--- config.mk ---
export PLATFORM = sky130hd
export DESIGN_NAME = traceback_walker
export DESIGN_NICKNAME = d
export VERILOG_FILES = /design/src/rtl/traceback_walker.sv
export SDC_FILE = /design/constraint.sdc
export NUM_CORES = 1
export LEC_CHECK = 0
export CORE_ASPECT_RATIO = 1.5
export CORE_MARGIN = 2
export CORE_UTILIZATION = 47
export CTS_CLUSTER_SIZE = 20
export DETAILED_ROUTE_END_ITERATION = 7
export PLACE_DENSITY = 0.78
export SETUP_SLACK_MARGIN = 0.4
export SLEW_MARGIN = 20
export SYNTH_ARGS = -nofsm -noshare
export SYNTH_HDL_FRONTEND = slang
export SYNTH_SLANG_ARGS = --single-unit
--- constraint.sdc ---
create_clock -name clk -period 6.51 [get_ports clk]
set_input_delay 1.302 -clock clk [delete_from_list [all_inputs] [get_ports clk]]
set_output_delay 1.302 -clock clk [all_outputs]
set_load 0.05 [all_outputs]
--- src/rtl/traceback_walker.sv ---
// traceback_walker: walks the Needleman-Wunsch direction matrix from (N,N)
// back to (0,0). It reads one direction symbol per interior cell through the
// direction manager, then emits one alignment operation per step downstream.
//
// Step handshake: step_valid/step_op are offered and held stable until
// step_ready is seen high on a rising edge while step_valid is high. That edge
// is the accept: the coordinates update and step_cnt increments. step_valid
// never drops without an accept, except on rst.
module traceback_walker #(
    parameter int N       = 128,
    parameter int BitAddr = $clog2(N + 1),
    parameter int RD_LAT  = 2
) (
    input  logic               clk,
    input  logic               rst,
    input  logic               start,
    input  logic [2:0]         symbol_in,
    input  logic               step_ready,
    output logic [BitAddr:0]   i_t,
    output logic [BitAddr:0]   j_t,
    output logic               en_traceB,
    output logic               step_valid,
    output logic [1:0]         step_op,
    output logic [BitAddr+1:0] step_cnt,
    output logic               busy,
    output logic               done,
    output logic               error
);

    typedef enum logic [2:0] {
        IDLE   = 3'd0,
        ISSUE  = 3'd1,
        WAIT   = 3'd2,
        DECIDE = 3'd3,
        EDGE   = 3'd4,
        DONE   = 3'd5,
        ERR    = 3'd6
    } state_t;

    localparam logic [1:0] OP_DIAG = 2'b00;
    localparam logic [1:0] OP_UP   = 2'b01;
    localparam logic [1:0] OP_LEFT = 2'b10;

    localparam int WAIT_W    = $clog2(RD_LAT + 1);
    localparam int WAIT_INIT = (RD_LAT > 1) ? RD_LAT - 2 : 0;
    localparam logic [BitAddr:0] N_COORD = (BitAddr + 1)'(N);

    // Current FSM state; kept as a named register so checkers can bind to it.
    state_t            state;
    logic              first_q;   // high during the first DECIDE cycle of a cell
    logic [2:0]        sym_q;     // symbol captured in the first DECIDE cycle
    logic [WAIT_W-1:0] wait_cnt;

    logic [2:0]        sym_cur;
    logic              sym_ok;
    logic [1:0]        dec_op;
    logic [BitAddr:0]  next_i;
    logic [BitAddr:0]  next_j;

    // The first DECIDE cycle uses the live RAM data so a step can be offered
    // RD_LAT cycles after ISSUE; stalled cycles use the captured copy so RAM
    // output changes cannot disturb a pending step.
    assign sym_cur = first_q ? symbol_in : sym_q;
    assign sym_ok  = |sym_cur;

    // Status outputs are pure decodes of the state register.
    assign en_traceB = (state == ISSUE) || (state == WAIT) || (state == DECIDE);
    assign busy      = en_traceB || (state == EDGE);
    assign done      = (state == DONE);
    assign error     = (state == ERR);

    // Decode the symbol (diag > up > left), build the offered step and the
    // coordinates it leads to; only a nonzero coordinate is ever decremented.
    always_comb begin
        dec_op     = OP_LEFT;
        step_valid = 1'b0;
        step_op    = OP_DIAG;
        next_i     = i_t;
        next_j     = j_t;
        if (sym_cur[2]) begin
            dec_op = OP_DIAG;
        end else if (sym_cur[1]) begin
            dec_op = OP_UP;
        end
        if (state == DECIDE) begin
            step_valid = sym_ok;
            step_op    = sym_ok ? dec_op : OP_DIAG;
        end else if (state == EDGE) begin
            step_valid = 1'b1;
            step_op    = (i_t == '0) ? OP_LEFT : OP_UP;
        end
        if ((step_op == OP_DIAG || step_op == OP_UP) && i_t != '0) begin
            next_i = i_t - 1'b1;
        end
        if ((step_op == OP_DIAG || step_op == OP_LEFT) && j_t != '0) begin
            next_j = j_t - 1'b1;
        end
    end

    // Walk FSM: coordinate, step counter, read-latency counter and symbol capture.
    always_ff @(posedge clk) begin
        if (rst) begin
            state    <= IDLE;
            i_t      <= '0;
            j_t      <= '0;
            step_cnt <= '0;
            first_q  <= 1'b0;
            sym_q    <= '0;
            wait_cnt <= '0;
        end else begin
            case (state)
                IDLE, DONE, ERR: begin
                    if (start) begin
                        i_t      <= N_COORD;
                        j_t      <= N_COORD;
                        step_cnt <= '0;
                        state    <= (N == 0) ? DONE : ISSUE;
                    end
                end
                ISSUE: begin
                    wait_cnt <= WAIT_W'(WAIT_INIT);
                    first_q  <= 1'b1;
                    state    <= (RD_LAT <= 1) ? DECIDE : WAIT;
                end
                WAIT: begin
                    if (wait_cnt == '0) begin
                        state <= DECIDE;
                    end else begin
                        wait_cnt <= wait_cnt - 1'b1;
                    end
                end
                DECIDE: begin
                    if (first_q) begin
                        sym_q   <= symbol_in;
                        first_q <= 1'b0;
                    end
                    if (!sym_ok) begin
                        state <= ERR;
                    end else if (step_ready) begin
                        i_t      <= next_i;
                        j_t      <= next_j;
                        step_cnt <= step_cnt + 1'b1;
                        if (next_i == '0 && next_j == '0) begin
                            state <= DONE;
                        end else if (next_i == '0 || next_j == '0) begin
                            state <= EDGE;
                        end else begin
                            state <= ISSUE;
                        end
                    end
                end
                EDGE: begin
                    if (step_ready) begin
                        i_t      <= next_i;
                        j_t      <= next_j;
                        step_cnt <= step_cnt + 1'b1;
                        if (next_i == '0 && next_j == '0) begin
                            state <= DONE;
                        end
                    end
                end
                default: state <= IDLE;
            endcase
        end
    end

endmodule

==> reports/metrics.csv <==
stage,metric,value,unit
global_routing,initial antenna violation count,0,
timing,worst slew pin tran,0.7815,ns
clock_network,CTS Hold Bufs,0,
routing,vias post-DR,2751,
timing,post-route minimum period,5.093,ns
critical_path,arrival time worst endpoint,3.79,ns
die,chip width,65.85,um
critical_path,WS Path Type,in2out,
synthesis,Synth Area per Inst,8.049,um2
synthesis,Synth area leader,dfxtp_1,
synthesis,top-area cell type share of the netlist area,27.47,%
synthesis,Synth Flop Type,dfxtp_1,
routing,Post-Route WL,7304,um
clock_network,Root Buffer,clkbuf_8,
timing,RSZ-0062 raised after global routing,no,
power_and_ir_drop,Max VDD drop,375.9,uV
hold_path,worst min-delay path class,reg2reg,
critical_path,CP max FO,13,
synthesis,Ys Warns,0,
critical_path,CP startpoint,symbol_in[0],
placed_design,# port buffers,41,
global_routing,Total GRT Usage,22.79,%
timing,hold_ws,0.4767,ns
synthesis,Async SR Flop Fraction,0,%
synthesis,Synthesized Nets,350,
routing,DR DRC count,0,
timing,Fmax,196.4,MHz
flow_run,max-cap viol count,0,
critical_path,startpoint types,input pin,
die,die area,6371,um2
clock_network,total CTS buffers,5,
critical_path,Reg2Reg Capture Point,state[0]$_SDFFE_PP0P_,
placed_design,gpl congestion,0.9503,
global_routing,vias in the first global route,2568,
global_routing,grt ovf,0,
final_layout,post-layout net count,374,
critical_path,crit path capture,step_valid,
final_layout,multi-input logic area,1760,um2
routing,per-cell routed wire length,16.99,um
final_layout,share of cells above drive strength 1,7.500,%
synthesis,"FF+latch count, synth",37,
clock_network,setup bufs post-CTS,0,
placed_design,HPWL after detailed placement,5161,um
die,Top Ports,42,
timing,relative slew slack,47.79,%
final_layout,FF+latch area,740.7,um2
power_and_ir_drop,leakage,1.066,nW
timing,Setup WS post-layout,1.417,ns
final_layout,Filler cells,517,
timing,Setup Skew,0.001897,ns
clock_network,H-tree levels,2,
die,CORE AREA,5492,um2
clock_network,worst skew pair latency,0.29,ns
placed_design,"worst slack, placed",1.409,ns
routing,DR iter-0 viols,161,
synthesis,ranking of synthesized cells by area,"dfxtp_1 (27%), a21oi_1 (5.2%), o31ai_1 (4.5%)",
clock_network,post-cts resize count,0,
timing,setup tns final,0,ns
synthesis,sequential cell area fraction in the yosys report,27.47,%
critical_path,WP data required,5.21,ns
critical_path,reg-to-reg setup timing slack,3.35,ns
die,Die Ht,96.77,um
power_and_ir_drop,Tot Pwr,1.329,mW
global_routing,first-pass GRT wire length,11600,um
critical_path,worst-case reg-to-reg path depth,9,
clock_network,"Reg clk slew, reported paths",0.07,ns
timing,final setup vio count,0,
final_layout,"most common cell after layout, fill and taps aside",clkdlybuf4s50_1,
timing,fin crit share,78.23,%
synthesis,Netlist cell types,65,
critical_path,crit path capture type,output port,
clock_network,CTS tree,yes,
routing,Via-to-Cell Ratio,6.398,
hold_path,worst hold path cell count,2,
power_and_ir_drop,P per Cell Area,421.9,nW/um2
outcome,status,"finished, final reports clean",
critical_path,reg2reg start,state[0]$_SDFFE_PP0P_,
global_routing,pin count of the biggest net entering global routing,39,
synthesis,Post-synth EDFFs,0,
final_layout,most frequent cells in the layout,"clkdlybuf4s50_1 (41), dfxtp_1 (37), a21oi_1 (28)",
die,Initial Utilization,49.10,%
synthesis,Mapped Cells,335,
final_layout,synth-to-layout area growth,16.80,%
timing,fin. max-slew vios,0,
routing,Pre-Repair DR Iteration Count,4,
placed_design,Placed Cells,422,
clock_network,Clock Path Buffers,2,
synthesis,Mapped Area,2696,um2
timing,Final Hold Vio Count,0,
clock_network,# clock sinks,37,
final_layout,number of diodes,0,
die,row cnt,33,
routing,"antenna viol nets, final",0,
final_layout,Non-Filler Instances,430,
## layout make-up
class | instances | area share [%]
clock inverters | 2 | 0.3178
inverters | 14 | 1.669
well taps | 70 | 2.781
clock buffers | 6 | 2.304
repair buffers | 43 | 13.51
flip-flops and latches | 37 | 23.52
multi-input cells | 258 | 55.90
## worst max-delay path, stage by stage
cell,delay [ns]
clkdlybuf4s50_1,0.46
nor4b_1,0.49
o221ai_1,0.32
nand2_1,0.21
inv_1,0.23
clkdlybuf4s50_1,0.77
## Yosys cell counts, types with 2 or more instances
cell      instances
o211ai_1          4
and4_1            5
buf_4             2
ha_1              8
o311ai_0          3
or3b_1            3
nand4b_1          7
buf_6             4
nor2_1           26
a31oi_1           9
dfxtp_1          37
clkbuf_1         10
o31a_1            2
nand2_1          14
and2_1            2
mux2i_1           4
or4_1            14
a211oi_1          5
xnor2_1           4
a41oi_1           2
o21ai_0          13
and3_1            4
a21oi_1          28
nor3_1           11
nand2b_1          2
o221a_2           2
o32ai_1           2
nand4_1          11
or3_1             6
inv_1            14
o31ai_1          16
a31o_2            2
nor4_1            4
nor3b_1           2
nand3b_1          3
nand3_1          12
buf_2             9
mux2_2            2
## metrics by stage
stage	util, %	area (um2)
floorplan	-	2696
global placement	55.78	3063
detailed placement	55.78	3063
CTS	57.28	3146
global route	57.35	3149
finish	57.35	3149
## registers in the layout, summed over array words and instances (netlist names)
name,flops
i_t,9
sym_q,3
j_t,9
step_cnt,10
wait_cnt,2
state,3
first_q,1
## per-layer routing
layer | vias to the layer above | global-route usage (%) | routed length (um)
li1 | 1353 | - | -
met5 | - | 0 | 0
met4 | 0 | 12.18 | 259
met3 | 27 | 3.488 | 294
met2 | 81 | 39.16 | 3693
met1 | 1290 | 26.20 | 3057
## worst min-delay path by stage
stage                                        start                        to  slack [ns]
after detailed placement     sym_q[0]$_SDFFE_PP0P_     sym_q[0]$_SDFFE_PP0P_        0.47
after floorplan              sym_q[0]$_SDFFE_PP0P_     sym_q[0]$_SDFFE_PP0P_        0.44
final                        sym_q[0]$_SDFFE_PP0P_     sym_q[0]$_SDFFE_PP0P_        0.48
after global placement       sym_q[0]$_SDFFE_PP0P_     sym_q[0]$_SDFFE_PP0P_        0.46
after CTS                    sym_q[0]$_SDFFE_PP0P_     sym_q[0]$_SDFFE_PP0P_        0.48
after global routing      step_cnt[9]$_SDFFE_PP0P_  step_cnt[9]$_SDFFE_PP0P_        0.52
## report_power, final
| group | internal [mW] | leakage [nW] | switching, mW |
|---|---|---|---|
| clock network | 0.0742 | 0.0450 | 0.0836 |
| registers | 0.255 | 0.300 | 0.0800 |
| logic | 0.299 | 0.721 | 0.537 |
| total | 0.628 | 1.07 | 0.700 |
## logic make-up after synthesis
logic type / Yosys count / share of synthesized area [%]
flops: 37 / 27.47
simple gates: 138 / 31.46
buf+inv: 40 / 7.378
xor+xnor: 5 / 1.624
mux: 7 / 2.877
fa+ha+maj: 8 / 3.712
compound gates: 100 / 25.48
Note: power is estimated with default switching activity, not from simulation.
